$ cat src/rtl/coin_pkg.sv
// coin_pkg: shared types and constants for the collectible coin sprite.
//   coin_state_t    - SPIN / POP / GONE, also the encoding seen on state_o.
//   rom_base_stride - sprite ROM words per animation frame (width * height).
//   BG_COLOR        - background colour used by the colour mapper.
package coin_pkg;

  typedef enum logic [1:0] {
    SPIN = 2'd0,
    POP  = 2'd1,
    GONE = 2'd2
  } coin_state_t;

  function automatic int unsigned rom_base_stride(input int unsigned w, input int unsigned h);
    return w * h;
  endfunction

  localparam logic [23:0] BG_COLOR = 24'h6b8cff;

endpackage

$ cat src/rtl/coin_anim_n_if.sv
// coin_anim_n_if: pixel query bus between the VGA scan side and a sprite.
//   DrawX, DrawY - current screen pixel (scan side drives)
//   process      - horizontal world scroll offset (scan side drives)
//   coin         - pixel hit flag, one Clk after the query (sprite drives)
//   rom_addr     - sprite ROM address aligned with coin (sprite drives)
interface coin_anim_n_if #(
  parameter int unsigned ADDR_W = 11
) ();

  logic [9:0]        DrawX;
  logic [9:0]        DrawY;
  logic [9:0]        process;
  logic              coin;
  logic [ADDR_W-1:0] rom_addr;

  modport master (
    output DrawX,
    output DrawY,
    output process,
    input  coin,
    input  rom_addr
  );

  modport slave (
    input  DrawX,
    input  DrawY,
    input  process,
    output coin,
    output rom_addr
  );

endinterface

$ cat src/rtl/frame_tick_gen.sv
// frame_tick_gen: turns the vsync-rate frame_clk level into a one-Clk tick.
//   Clk, Reset - system clock, synchronous active-high reset
//   frame_clk  - frame strobe, already synchronous to Clk
//   tick       - one-Clk pulse, two Clk after a frame_clk rising edge
module frame_tick_gen (
  input  logic Clk,
  input  logic Reset,
  input  logic frame_clk,
  output logic tick
);

  logic frame_clk_q;
  logic tick_q;
  logic rise;

  assign rise = frame_clk & ~frame_clk_q;
  assign tick = tick_q;

  always_ff @(posedge Clk) begin
    if (Reset) begin
      frame_clk_q <= 1'b0;
      tick_q      <= 1'b0;
    end else begin
      frame_clk_q <= frame_clk;
      tick_q      <= rise;
    end
  end

endmodule

$ cat src/rtl/coin_anim_n.sv
// coin_anim_n: one spinning collectible in a horizontally scrolled world.
// Spins through NUM_FRAMES frames, plays a rising pop when collected (with a
// one-Clk score_pulse), then disappears; optionally respawns at its origin.
//   Clk, Reset  - system clock, synchronous active-high reset
//   frame_clk   - vsync-rate strobe; all animation steps on its derived tick
//   collect     - player collision, level sensitive
//   pix         - pixel query bus (DrawX/DrawY/process in, coin/rom_addr out)
//   frame_idx   - current animation frame
//   coin_x/y    - current world position of the sprite top-left
//   state_o     - current coin_state_t
//   score_pulse - one Clk high on the SPIN to POP transition
module coin_anim_n
  import coin_pkg::*;
#(
  parameter int unsigned NUM_FRAMES    = 4,
  parameter int unsigned FRAME_HOLD    = 4,
  parameter int unsigned SPRITE_W      = 16,
  parameter int unsigned SPRITE_H      = 28,
  parameter int unsigned X_ORI         = 400,
  parameter int unsigned Y_ORI         = 300,
  parameter int unsigned POP_STEP      = 4,
  parameter int unsigned POP_TICKS     = 8,
  parameter int unsigned RESPAWN       = 0,
  parameter int unsigned RESPAWN_TICKS = 120,
  parameter int unsigned ADDR_W        = 11
) (
  input  logic             Clk,
  input  logic             Reset,
  input  logic             frame_clk,
  input  logic             collect,
  coin_anim_n_if.slave     pix,
  output logic [3:0]       frame_idx,
  output logic [9:0]       coin_x,
  output logic [9:0]       coin_y,
  output coin_state_t      state_o,
  output logic             score_pulse
);

  localparam int unsigned Stride    = rom_base_stride(SPRITE_W, SPRITE_H);
  localparam logic [3:0]  LastFrame = 4'(NUM_FRAMES - 1);
  localparam logic [7:0]  LastHold  = 8'(FRAME_HOLD - 1);
  localparam logic [7:0]  LastPop   = 8'(POP_TICKS - 1);
  localparam logic [7:0]  LastResp  = 8'(RESPAWN_TICKS - 1);
  localparam logic [9:0]  XOri      = 10'(X_ORI);
  localparam logic [9:0]  YOri      = 10'(Y_ORI);
  localparam logic [9:0]  PopStep   = 10'(POP_STEP);
  localparam logic [10:0] SpriteW   = 11'(SPRITE_W);
  localparam logic [10:0] SpriteH   = 11'(SPRITE_H);

  logic tick;

  coin_state_t       state_q, state_d;
  logic [9:0]        x_q, x_d;
  logic [9:0]        y_q, y_d;
  logic [3:0]        frame_q, frame_d;
  logic [7:0]        hold_q, hold_d;
  logic [7:0]        aux_q, aux_d;
  logic              pulse_q, pulse_d;
  logic              coin_d;
  logic [ADDR_W-1:0] rom_d;

  logic [3:0]        frame_adv;
  logic [7:0]        hold_adv;
  logic [10:0]       wx, dx, dy;

  frame_tick_gen u_tick (
    .Clk       (Clk),
    .Reset     (Reset),
    .frame_clk (frame_clk),
    .tick      (tick)
  );

  // State register.
  always_ff @(posedge Clk) begin
    if (Reset) begin
      state_q      <= SPIN;
      x_q          <= XOri;
      y_q          <= YOri;
      frame_q      <= '0;
      hold_q       <= '0;
      aux_q        <= '0;
      pulse_q      <= 1'b0;
      pix.coin     <= 1'b0;
      pix.rom_addr <= '0;
    end else begin
      state_q      <= state_d;
      x_q          <= x_d;
      y_q          <= y_d;
      frame_q      <= frame_d;
      hold_q       <= hold_d;
      aux_q        <= aux_d;
      pulse_q      <= pulse_d;
      pix.coin     <= coin_d;
      pix.rom_addr <= rom_d;
    end
  end

  // Spin-frame step taken on a tick in SPIN or POP.
  always_comb begin
    frame_adv = frame_q;
    hold_adv  = hold_q + 8'd1;
    if (hold_q == LastHold) begin
      hold_adv  = '0;
      frame_adv = (frame_q == LastFrame) ? 4'd0 : frame_q + 4'd1;
    end
  end

  // Next-state logic.
  always_comb begin
    state_d = state_q;
    x_d     = x_q;
    y_d     = y_q;
    frame_d = frame_q;
    hold_d  = hold_q;
    aux_d   = aux_q;
    unique case (state_q)
      SPIN: begin
        // Collection wins over a coincident tick; that tick's advance is lost.
        if (collect) begin
          state_d = POP;
          frame_d = '0;
          hold_d  = '0;
          aux_d   = '0;
        end else if (tick) begin
          frame_d = frame_adv;
          hold_d  = hold_adv;
        end
      end
      POP: begin
        if (tick) begin
          frame_d = frame_adv;
          hold_d  = hold_adv;
          y_d     = (y_q >= PopStep) ? y_q - PopStep : 10'd0;
          if (aux_q == LastPop) begin
            state_d = GONE;
            aux_d   = '0;
          end else begin
            aux_d = aux_q + 8'd1;
          end
        end
      end
      GONE: begin
        if (RESPAWN != 0 && tick) begin
          if (aux_q == LastResp) begin
            state_d = SPIN;
            x_d     = XOri;
            y_d     = YOri;
            frame_d = '0;
            hold_d  = '0;
            aux_d   = '0;
          end else begin
            aux_d = aux_q + 8'd1;
          end
        end
      end
      default: state_d = SPIN;
    endcase
  end

  // Outputs: score pulse and the per-pixel hit test.
  always_comb begin
    pulse_d = (state_q == SPIN) && collect;
    // 11-bit arithmetic so DrawX + process cannot wrap.
    wx     = {1'b0, pix.DrawX} + {1'b0, pix.process};
    dx     = wx - {1'b0, x_q};
    dy     = {1'b0, pix.DrawY} - {1'b0, y_q};
    coin_d = (state_q != GONE) && (wx >= {1'b0, x_q}) && (dx < SpriteW) &&
             (pix.DrawY >= y_q) && (dy < SpriteH);
    rom_d  = '0;
    if (coin_d) begin
      rom_d = ADDR_W'(32'(frame_q) * Stride + 32'(dy) * SPRITE_W + 32'(dx));
    end
  end

  assign frame_idx   = frame_q;
  assign coin_x      = x_q;
  assign coin_y      = y_q;
  assign state_o     = state_q;
  assign score_pulse = pulse_q;

endmodule

$ cat src/flat_wrapper.sv
// flat-port wrapper written by rule: the top's interface ports become plain ports
module coin_anim_n_flat import coin_pkg::*;
#(
  parameter int unsigned NUM_FRAMES    = 4,
  parameter int unsigned FRAME_HOLD    = 4,
  parameter int unsigned SPRITE_W      = 16,
  parameter int unsigned SPRITE_H      = 28,
  parameter int unsigned X_ORI         = 400,
  parameter int unsigned Y_ORI         = 300,
  parameter int unsigned POP_STEP      = 4,
  parameter int unsigned POP_TICKS     = 8,
  parameter int unsigned RESPAWN       = 0,
  parameter int unsigned RESPAWN_TICKS = 120,
  parameter int unsigned ADDR_W        = 11
)
  (Clk, Reset, frame_clk, collect, frame_idx, coin_x, coin_y, state_o, score_pulse, pix_DrawX, pix_DrawY, pix_process, pix_coin, pix_rom_addr);
  coin_anim_n_if #(.ADDR_W(ADDR_W)) pix_i ();
  input  logic Clk;
  input  logic Reset;
  input  logic frame_clk;
  input  logic collect;
  output logic [3:0] frame_idx;
  output logic [9:0] coin_x;
  output logic [9:0] coin_y;
  output coin_state_t state_o;
  output logic score_pulse;
  input wire logic [$bits(pix_i.DrawX)-1:0] pix_DrawX;
  input wire logic [$bits(pix_i.DrawY)-1:0] pix_DrawY;
  input wire logic [$bits(pix_i.process)-1:0] pix_process;
  output wire logic [$bits(pix_i.coin)-1:0] pix_coin;
  output wire logic [$bits(pix_i.rom_addr)-1:0] pix_rom_addr;
  assign pix_i.DrawX = pix_DrawX;
  assign pix_i.DrawY = pix_DrawY;
  assign pix_i.process = pix_process;
  assign pix_coin = pix_i.coin;
  assign pix_rom_addr = pix_i.rom_addr;
  coin_anim_n #(.NUM_FRAMES(NUM_FRAMES), .FRAME_HOLD(FRAME_HOLD), .SPRITE_W(SPRITE_W), .SPRITE_H(SPRITE_H), .X_ORI(X_ORI), .Y_ORI(Y_ORI), .POP_STEP(POP_STEP), .POP_TICKS(POP_TICKS), .RESPAWN(RESPAWN), .RESPAWN_TICKS(RESPAWN_TICKS), .ADDR_W(ADDR_W)) u_core (.Clk(Clk), .Reset(Reset), .frame_clk(frame_clk), .collect(collect), .pix(pix_i), .frame_idx(frame_idx), .coin_x(coin_x), .coin_y(coin_y), .state_o(state_o), .score_pulse(score_pulse));
endmodule
$ cat config.mk
export PLATFORM = sky130hd
export DESIGN_NAME = coin_anim_n_flat
export DESIGN_NICKNAME = d
export VERILOG_FILES = /design/src/rtl/coin_pkg.sv /design/src/rtl/coin_anim_n_if.sv /design/src/rtl/frame_tick_gen.sv /design/src/rtl/coin_anim_n.sv /design/src/flat_wrapper.sv
export SDC_FILE = /design/constraint.sdc
export NUM_CORES = 1
export LEC_CHECK = 0
export CORE_ASPECT_RATIO = 0.9
export CORE_MARGIN = 10
export CORE_UTILIZATION = 52
export CTS_CLUSTER_DIAMETER = 60
export DETAILED_ROUTE_END_ITERATION = 6
export HOLD_SLACK_MARGIN = 0.05
export PLACE_DENSITY = 0.81
export SYNTH_ARGS = -nofsm -noshare
export SYNTH_HDL_FRONTEND = slang
export SYNTH_SLANG_ARGS = --single-unit
$ cat constraint.sdc
create_clock -name Clk -period 6.8 [get_ports Clk]
set_input_delay 1.36 -clock Clk [delete_from_list [all_inputs] [get_ports Clk]]
set_output_delay 1.36 -clock Clk [all_outputs]
set_load 0.02 [all_outputs]
After elaboration in Yosys (flattened, before gate mapping) --
Index checks and enable logic that the tools add are counted.
Storage, ports and cells: register bits after elaboration 47, memory bits (writable) 0, ROM bits 0, latch bits 0, word-level logic and storage cells 67, memories 0
Cells by class: mux-type cells 18, add/sub/neg operators 9, multipliers 1, shift-type cells 0, divide/modulo/power cells 0, reduce and logical (&&, ||, !) cells 11, bitwise logic cells 4, equal/unequal tests 9, magnitude comparators 5
Operators by type and width (count):
- 8-bit two-way mux | 6
- 8-bit case mux with 2 select lines | 2
- 11-bit adder | 2
- 11-bit by 5-bit < comparator with 1-bit output (second input constant) | 2
- 8-bit by 1-bit adder with 8-bit output (second input constant) | 2
- 4-bit two-way mux | 4
- 10-bit by 10-bit adder with 11-bit output | 1
- 11-bit by 9-bit >= comparator with 1-bit output (second input constant) | 1
- 10-bit by 10-bit subtractor with 11-bit output | 1
- 11-bit by 9-bit subtractor with 11-bit output (second input constant) | 1
- 10-bit >= comparator | 1
- 10-bit by 3-bit >= comparator with 1-bit output (second input constant) | 1
- 10-bit two-way mux | 1
- 10-bit by 3-bit subtractor with 10-bit output (second input constant) | 1
- 8-bit by 2-bit == test with 1-bit output (second input constant) | 1
- 8-bit by 3-bit == test with 1-bit output (second input constant) | 1
- 4-bit case mux with 2 select lines | 1
- 2-bit two-way mux | 3
- 2-bit != test (second input constant) | 3
- 2-bit case mux with 3 select lines | 1
- 1-bit logical AND | 5
- 4-bit by 3-bit multiplier with 5-bit output (second input constant) | 1
- 4-bit by 1-bit adder with 4-bit output (second input constant) | 1
- 4-bit by 2-bit == test with 1-bit output (second input constant) | 1
- other kinds (11) | 13

Depth between registers and ports, before layout --
Gate-level depths: netlist of run 1.
depth after elaboration 8, gate-level depth with buffers 22

Cells and area by module --
Synthesis of run 1 repeated with hierarchy kept, for this count alone.
Unflattened totals: cell total of the unflattened synthesis 428, area total of the unflattened synthesis 3578.4 um^2
Modules (own cells, without submodules):
- coin_anim_n | area an instance 3519.6 um^2, instances 1, cells each 424
- frame_tick_gen | area an instance 58.8 um^2, instances 1, cells each 4

Worst setup path before layout of run 1 --
No wires, ideal clock.
path kind input to register, from in pix_process[0], to reg u_core.pix.rom_addr[10], cell stages on the path 21, setup slack 1.237 ns, buffers on the path 1, data arrival time 5.447 ns, data required time 6.685 ns, cells stage by stage ha_1 > inv_1 > fa_1 > nand2b_1 > a21o_1 > a21boi_2 > inv_1 > ha_1 > clkbuf_1 > or4b_1 > nand3_1 > a211oi_4 > o2111ai_1 > fa_1 > ha_1 > a21o_1 > a21oi_1 > o21ai_0 > xnor2_1 > xnor2_1 > and3_1
On the way: cells in the longest elaborated chain, start to end 8
Ends and longest elaborated chain:
- start, declared | line flat_wrapper.sv:29 | input wire logic [$bits(pix_i.process)-1:0] pix_process;
- 10-bit by 10-bit adder with 11-bit output (*) | line coin_anim_n.sv:164 | wx = {1'b0, pix.DrawX} + {1'b0, pix.process};
- 11-bit by 9-bit subtractor with 11-bit output or 11-bit by 9-bit >= comparator with 1-bit output (tied branches) | line coin_anim_n.sv:165, coin_anim_n.sv:167
- 11-bit by 5-bit < comparator with 1-bit output or 1-bit logical AND (tied branches) | line coin_anim_n.sv:167 | coin_d = (state_q != GONE) && (wx >= {1'b0, x_q}) && (dx < SpriteW) &&
- 1-bit logical AND (2 in a row) | line coin_anim_n.sv:167
- 1-bit logical AND | line coin_anim_n.sv:168 | (pix.DrawY >= y_q) && (dy < SpriteH);
- 1-bit inverter (no source line)
- 2-bit OR reduction (no source line)
- end signal, assigned | line coin_anim_n.sv:94 | pix.rom_addr <= rom_d;
- end, declared | line coin_anim_n_if.sv:29 | output rom_addr
Every way passes the cells marked *; elsewhere a longest branch is shown, timed or not. A chain may end at the register's enable or synchronous reset.

Worst setup path in the final report of run 1 --
Ends and elaborated chain as after synthesis.

==> results.md, run 1 <==
- Main flop type after synthesis: dfxtp_1
- R2r setup slk: 3280 ps
- Max stage delay on crit path: 520 ps
- Hold Path Sink: u_core.u_tick.tick
- Share of cells above drive strength 1: 0.0319
- Hold WC Path Type: reg2reg
- CTS root buf: clkbuf_8
- Total gr overflow: 0
- Cell family with most CP delay: adder cells
- CP max-delay cell: fa_1
- Starting DRT DRC Count: 170
- H-tree lvl count: 2
- R2r startpoint: u_core.frame_idx[2]
- Total negative setup slack: 0 ps
- TritonRoute pass-1 iters: 4
- Worst-path clk slew: 80 ps
- Worst setup EP type: register
- Crit path time final: 6000 ps
- Crit path buffers/inverters: 3
- Static leakage: 0.00180 µW
- Crit path kind: in2reg
- Pwr Total: 737 µW
- Final GP Congestion: 0.889
- Status: finished, final reports clean
- Via density: 5.48
- Seq cells post-synth: 45
- Worst r2r dst: u_core.pix.rom_addr[10]
- Largest net degree at the start of global routing: 21
- Cell-internal power: 500 µW
- Num CTS Buffers: 5
- Gate power share: 0.370
- Hold Vio Cnt, Final: 0
- CTS tree: yes
- Syn avg cell area: 8.51 µm²
- Fraction of registers with async set/reset: 0
- Post-DRT Antenna Nets: 0
- Period utilization: 0.882
- Clk_lat worst skew: 300 ps
- Sequential fraction of design power: 0.367
- RSZ-0062 raised after global routing: no
- Total track usage: 0.152
- Hold buffers post-CTS: 0
- Crit path max fanout: 10
- Initial Util: 0.536
- Post-CTS setup buffer count: 0
- Reg2Reg Depth: 12
- Clock Skew: 7.62 ps
- Area of the core: 6620 µm²
- EDFF count, synth: 0
- Netlist Area Pre-Place: 3550 µm²
- Sw frac: 0.322
- Most frequent CP cell: ha_1
- Top Ports: 73
- Hold depth: 1
- Dpl hpwl: 6580 µm
- Fmax: 0.167 GHz
- Critical Path Start Type: input port
- Total Nets Final: 550
- Residual DRC: 0
- Total Wirelength: 8140 µm
- Sw power: 238 µW
- Wirelength per Cell: 14.5 µm
- Cells after Synth: 417
- Cells along the critical path: clkdlybuf4s50_1 -> ha_1 -> inv_1 -> fa_1 -> nand2b_1 -> a21o_1 -> a21boi_2 -> inv_1 -> ha_1 -> or4b_1 -> nand3_1 -> a211oi_4 -> o2111ai_1 -> fa_1 -> ha_1 -> a21o_1 -> a21oi_1 -> o21ai_0 -> xnor2_1 -> xnor2_1 -> and3_1
- Max VDD drop: 0.0949 mV
- Fin. max-slew vios: 0
- CP required: 7000 ps
- Clock power frac: 0.264
- Cell Pwr Density: 173 nW/µm²
- Maxcap violations: 0
- Via count: 3,069
- Floorplan row count: 28
- Final setup viols: 0
- ANT cells: 0
- Post-synth cell types: 67
- First-pass GRT wire length: 13,700 µm
- Initial antenna violation count: 0
- Die Width: 107 µm
- Rel. slew slack: 0.458
- Worst EP arrival: 6200 ps
- YS warnings: 0
- Sequential standard cell area: 901 µm²
- Clock Path Buffers: 2
- Clock sink count: 45
- Hold Crit Start: u_core.u_tick.frame_clk_q
- Worst slew pin tran: 810 ps
- Port Buffers: 60
- Fill cells: 581
- Die ar.: 10,500 µm²
- Die Ht: 98.4 µm
- Sequential fraction of the synthesis area: 0.254
- Vias in the first global route: 2,936
- Multi-input gate area: 2430 µm²
- Area growth from synthesis to layout: 20.0%
- Post_cts resized: 0
## registers in the layout (all words and copies together) (netlist names)
name,flops
u_core.coin_y,8
u_core.pix.coin,1
u_core.score_pulse,1
u_core.aux_q,8
u_core.pix.rom_addr,11
u_core.frame_idx,4
u_core.u_tick.frame_clk_q,1
u_core.hold_q,8
u_core.u_tick.tick,1
u_core.state_o,2
## final cells by class
class | count | area share
sequential | 45 | 0.212
clock buffer | 5 | 0.0162
tap | 90 | 0.0265
multi-input combinational | 330 | 0.572
timing repair buffer | 60 | 0.141
inverter | 28 | 0.0247
clock inverter | 2 | 0.00823
## synth_stat cells, types with 11 or more instances
master,count,share of area
nor3_1,15,0.021
inv_1,27,0.029
buf_4,12,0.025
a21oi_1,19,0.027
nand2_1,19,0.020
xnor2_1,23,0.057
nand3_1,11,0.016
nor2_1,43,0.046
ha_1,36,0.13
dfxtp_1,45,0.25
and3_1,14,0.025
o21ai_0,13,0.018
## power groups by stage
stage / Clock (µW) / Combinational (µW) / Sequential [µW]
after floorplan: 0 / 209 / 277
after global placement: 0 / 260 / 276
after detailed placement: 0 / 271 / 276
after CTS: 199 / 273 / 270
after global routing: 211 / 308 / 271
final: 195 / 272 / 270
## logic make-up after synthesis
group,after synthesis,share of synthesized area
and+or+nand+nor,150,0.230
AOI/OAI and AO/OA,84,0.168
buffers and inverters,54,0.0727
adders and majority gates,46,0.183
DFF,45,0.254
xor gates and xnor gates,32,0.0790
muxes,4,0.0113
other,2,0.00212
## per-stage QoR
stage / utilization / instance area [µm²] / instances / hold WS [ps] / setup WS (ps)
6_report: 0.643 / 4260 / 560 / 377 / 804
5_1_grt: 0.643 / 4260 / 560 / 387 / 497
4_1_cts: 0.643 / 4260 / 560 / 377 / 782
3_5_place_dp: 0.627 / 4150 / 553 / 372 / 461
3_3_place_gp: 0.627 / 4150 / 553 / 373 / 678
2_1_floorplan: - / 3590 / 429 / 367 / 1240
## layer usage
metal  share of wire  global-route usage
met1            0.45               0.186
met2            0.47               0.249
met3           0.066              0.0453
met4           0.014              0.0499
met5               0                   0
## worst max-delay path by stage
stage / startpoint / endpoint / cells after the start
after global routing: pix_process[0] / u_core.pix.rom_addr[10] / 21
after global placement: pix_process[0] / u_core.pix.rom_addr[10] / 21
after CTS: pix_process[0] / u_core.pix.rom_addr[10] / 21
final: pix_process[0] / u_core.pix.rom_addr[10] / 21
after detailed placement: pix_process[0] / u_core.pix.rom_addr[10] / 21
after floorplan: pix_process[0] / u_core.pix.rom_addr[10] / 21
## layout by cell type (no fill, tap or decap), drive strengths merged, types with 3 or more instances in the layout
master and count:
clkdlybuf4s50 60, dfxtp 45, nor2 43, ha 36
inv 28, xnor2 23, a21oi 19, nand2 19
nor3 15, o21ai 15, and3 14, conb 14
nand3 11, nor2b 10, fa 10, xor2 9
a21o 6, a211oi 6, o21a 5, or3 5
clkbuf 5, nand2b 4, nand4 4, mux2i 4
nor3b 4, o31ai 4, o211ai 3, nor4b 3
and2 3, a211o 3, o311ai 3
No activity file was read; power rests on OpenSTA's default activity.
==> run 2, diff against run 1 <==
CORE_UTILIZATION = 50   (was 52)
PLACE_DENSITY = 0.78   (was 0.81)
==> results.md, run 2 (synthesis gave the netlist of run 1 again) <==
- Rel. slew slack: 0.608
- Most common cell after layout, fill and taps aside: clkdlybuf4s50_1
- Status: finished, final reports clean
- Top Ports: 73
- Reg2Reg Depth: 12
- First-pass GRT wire length: 13,500 µm
- Worst setup EP type: register
- Biggest register: u_core.pix.rom_addr
- R2r setup slk: 3270 ps
- CTS tree: yes
- CP required: 6990 ps
- Die ar.: 10,900 µm²
- H-tree lvl count: 2
- Post-CTS setup buffer count: 0
- Vias in the first global route: 2,990
- Total Wirelength: 7980 µm
- Worst r2r dst: u_core.pix.rom_addr[10]
- Initial antenna violation count: 0
- Critical Path Start Type: input port
- Hold Path Sink: u_core.u_tick.tick
- Clock sink count: 45
- Total track usage: 0.149
- Crit path kind: in2reg
- Fin. max-slew vios: 0
- Maxcap violations: 0
- RSZ-0062 raised after global routing: no
- Starting DRT DRC Count: 113
- Die Ht: 99.9 µm
- Cell Pwr Density: 174 nW/µm²
- Area of the core: 6970 µm²
- Via count: 3,045
- Residual DRC: 0
- CTS root buf: clkbuf_8
- Wirelength per Cell: 14.1 µm
- Dpl hpwl: 6480 µm
- Crit path time final: 6060 ps
- Total gr overflow: 0
- Worst slew pin tran: 579 ps
- Clock Skew: 8.57 ps
- Worst EP arrival: 6240 ps
- Pwr Total: 746 µW
- TritonRoute pass-1 iters: 4
- Hold Vio Cnt, Final: 0
- R2r startpoint: u_core.frame_idx[2]
- Area growth from synthesis to layout: 20.7%
- Worst-path clk slew: 80 ps
- Via density: 5.39
- Final GP Congestion: 0.885
- ANT cells: 0
- Hold WC Path Type: reg2reg
- Fmax: 0.165 GHz
- Post-DRT Antenna Nets: 0
- Largest net degree at the start of global routing: 21
- Clk_lat worst skew: 300 ps
- Period utilization: 0.891
- Static leakage: 0.00181 µW
- Hold buffers post-CTS: 0
- Total negative setup slack: 0 ps
- Floorplan row count: 29
- Max reg flops: 11
- Final setup viols: 0
- Clock Path Buffers: 2
- Share of cells above drive strength 1: 0.0339
- Die Width: 109 µm
- Commonest cells after routing, fill and taps aside: 60 x clkdlybuf4s50_1, 45 x dfxtp_1, 43 x nor2_1
- Hold Crit Start: u_core.u_tick.frame_clk_q
- Num CTS Buffers: 5
- Crit path max fanout: 10
- Post_cts resized: 0
- Initial Util: 0.509
- Total Nets Final: 551
- Max VDD drop: 0.155 mV
- Port Buffers: 60
- Hold depth: 1
[run 2: cell types whose count changed in the layout (fill, tap and decap cells not counted)]
cell / delta
buf_4: +1
clkbuf_1: +1
clkbuf_8: +1
clkinv_2: -1
[run 2: how the worst max path moves through the flow]
stage                        start                      end  slack (ps)  cells past startpoint
finish              pix_process[0]  u_core.pix.rom_addr[10]         740                     20
global route        pix_process[0]  u_core.pix.rom_addr[10]         420                     20
CTS                 pix_process[0]  u_core.pix.rom_addr[10]         750                     20
detailed placement  pix_process[0]  u_core.pix.rom_addr[10]         460                     20
global placement    pix_process[0]  u_core.pix.rom_addr[10]         680                     21
floorplan           pix_process[0]  u_core.pix.rom_addr[10]        1240                     21
[run 2: worst max-delay path, stage by stage]
cell and delay, ps:
clkdlybuf4s50_1 470, ha_1 160, inv_1 60, fa_1 420
nand2b_1 190, a21o_1 240, a21boi_2 210, inv_1 90
ha_1 320, nor4b_1 530, a211oi_4 160, o2111ai_1 190
fa_1 520, ha_1 310, a21o_1 180, a21oi_1 210
o21ai_0 150, xnor2_1 150, xnor2_1 130, and3_1 200
[run 2: report_power, final]
group          internal [µW]  total [µW]  switching (µW)
logic                    127         270             143
clock network            120         206            86.3
registers                266         270            3.92
[run 2: per-layer routing]
metal / GRT usage / share of wire / routed length [µm] / up-vias
li1: - / - / - / 1552
met1: 0.186 / 0.47 / 3760 / 1415
met2: 0.242 / 0.46 / 3650 / 69
met3: 0.0404 / 0.059 / 472 / 9
met4: 0.0486 / 0.012 / 93 / 0
met5: 0 / 0 / 0 / -
[run 2: area by class of cell]
class	count	area [µm²]
clock inverters	1	30.0
clock buffers	7	86.3
well taps	93	116
fillers	613	2690
multi-input cells	330	2430
inverters	28	105
flip-flops and latches	45	901
repair buffers	61	608
[run 2: per-stage QoR]
step / utilization / area (µm²) / std cells / worst slack (ps) / hold WS, ps
2_1_floorplan: - / 3590 / 429 / 1240 / 367
3_3_place_gp: 0.598 / 4160 / 557 / 680 / 373
3_5_place_dp: 0.598 / 4160 / 557 / 460 / 376
4_1_cts: 0.614 / 4280 / 565 / 753 / 393
5_1_grt: 0.614 / 4280 / 565 / 419 / 410
6_report: 0.614 / 4280 / 565 / 741 / 398
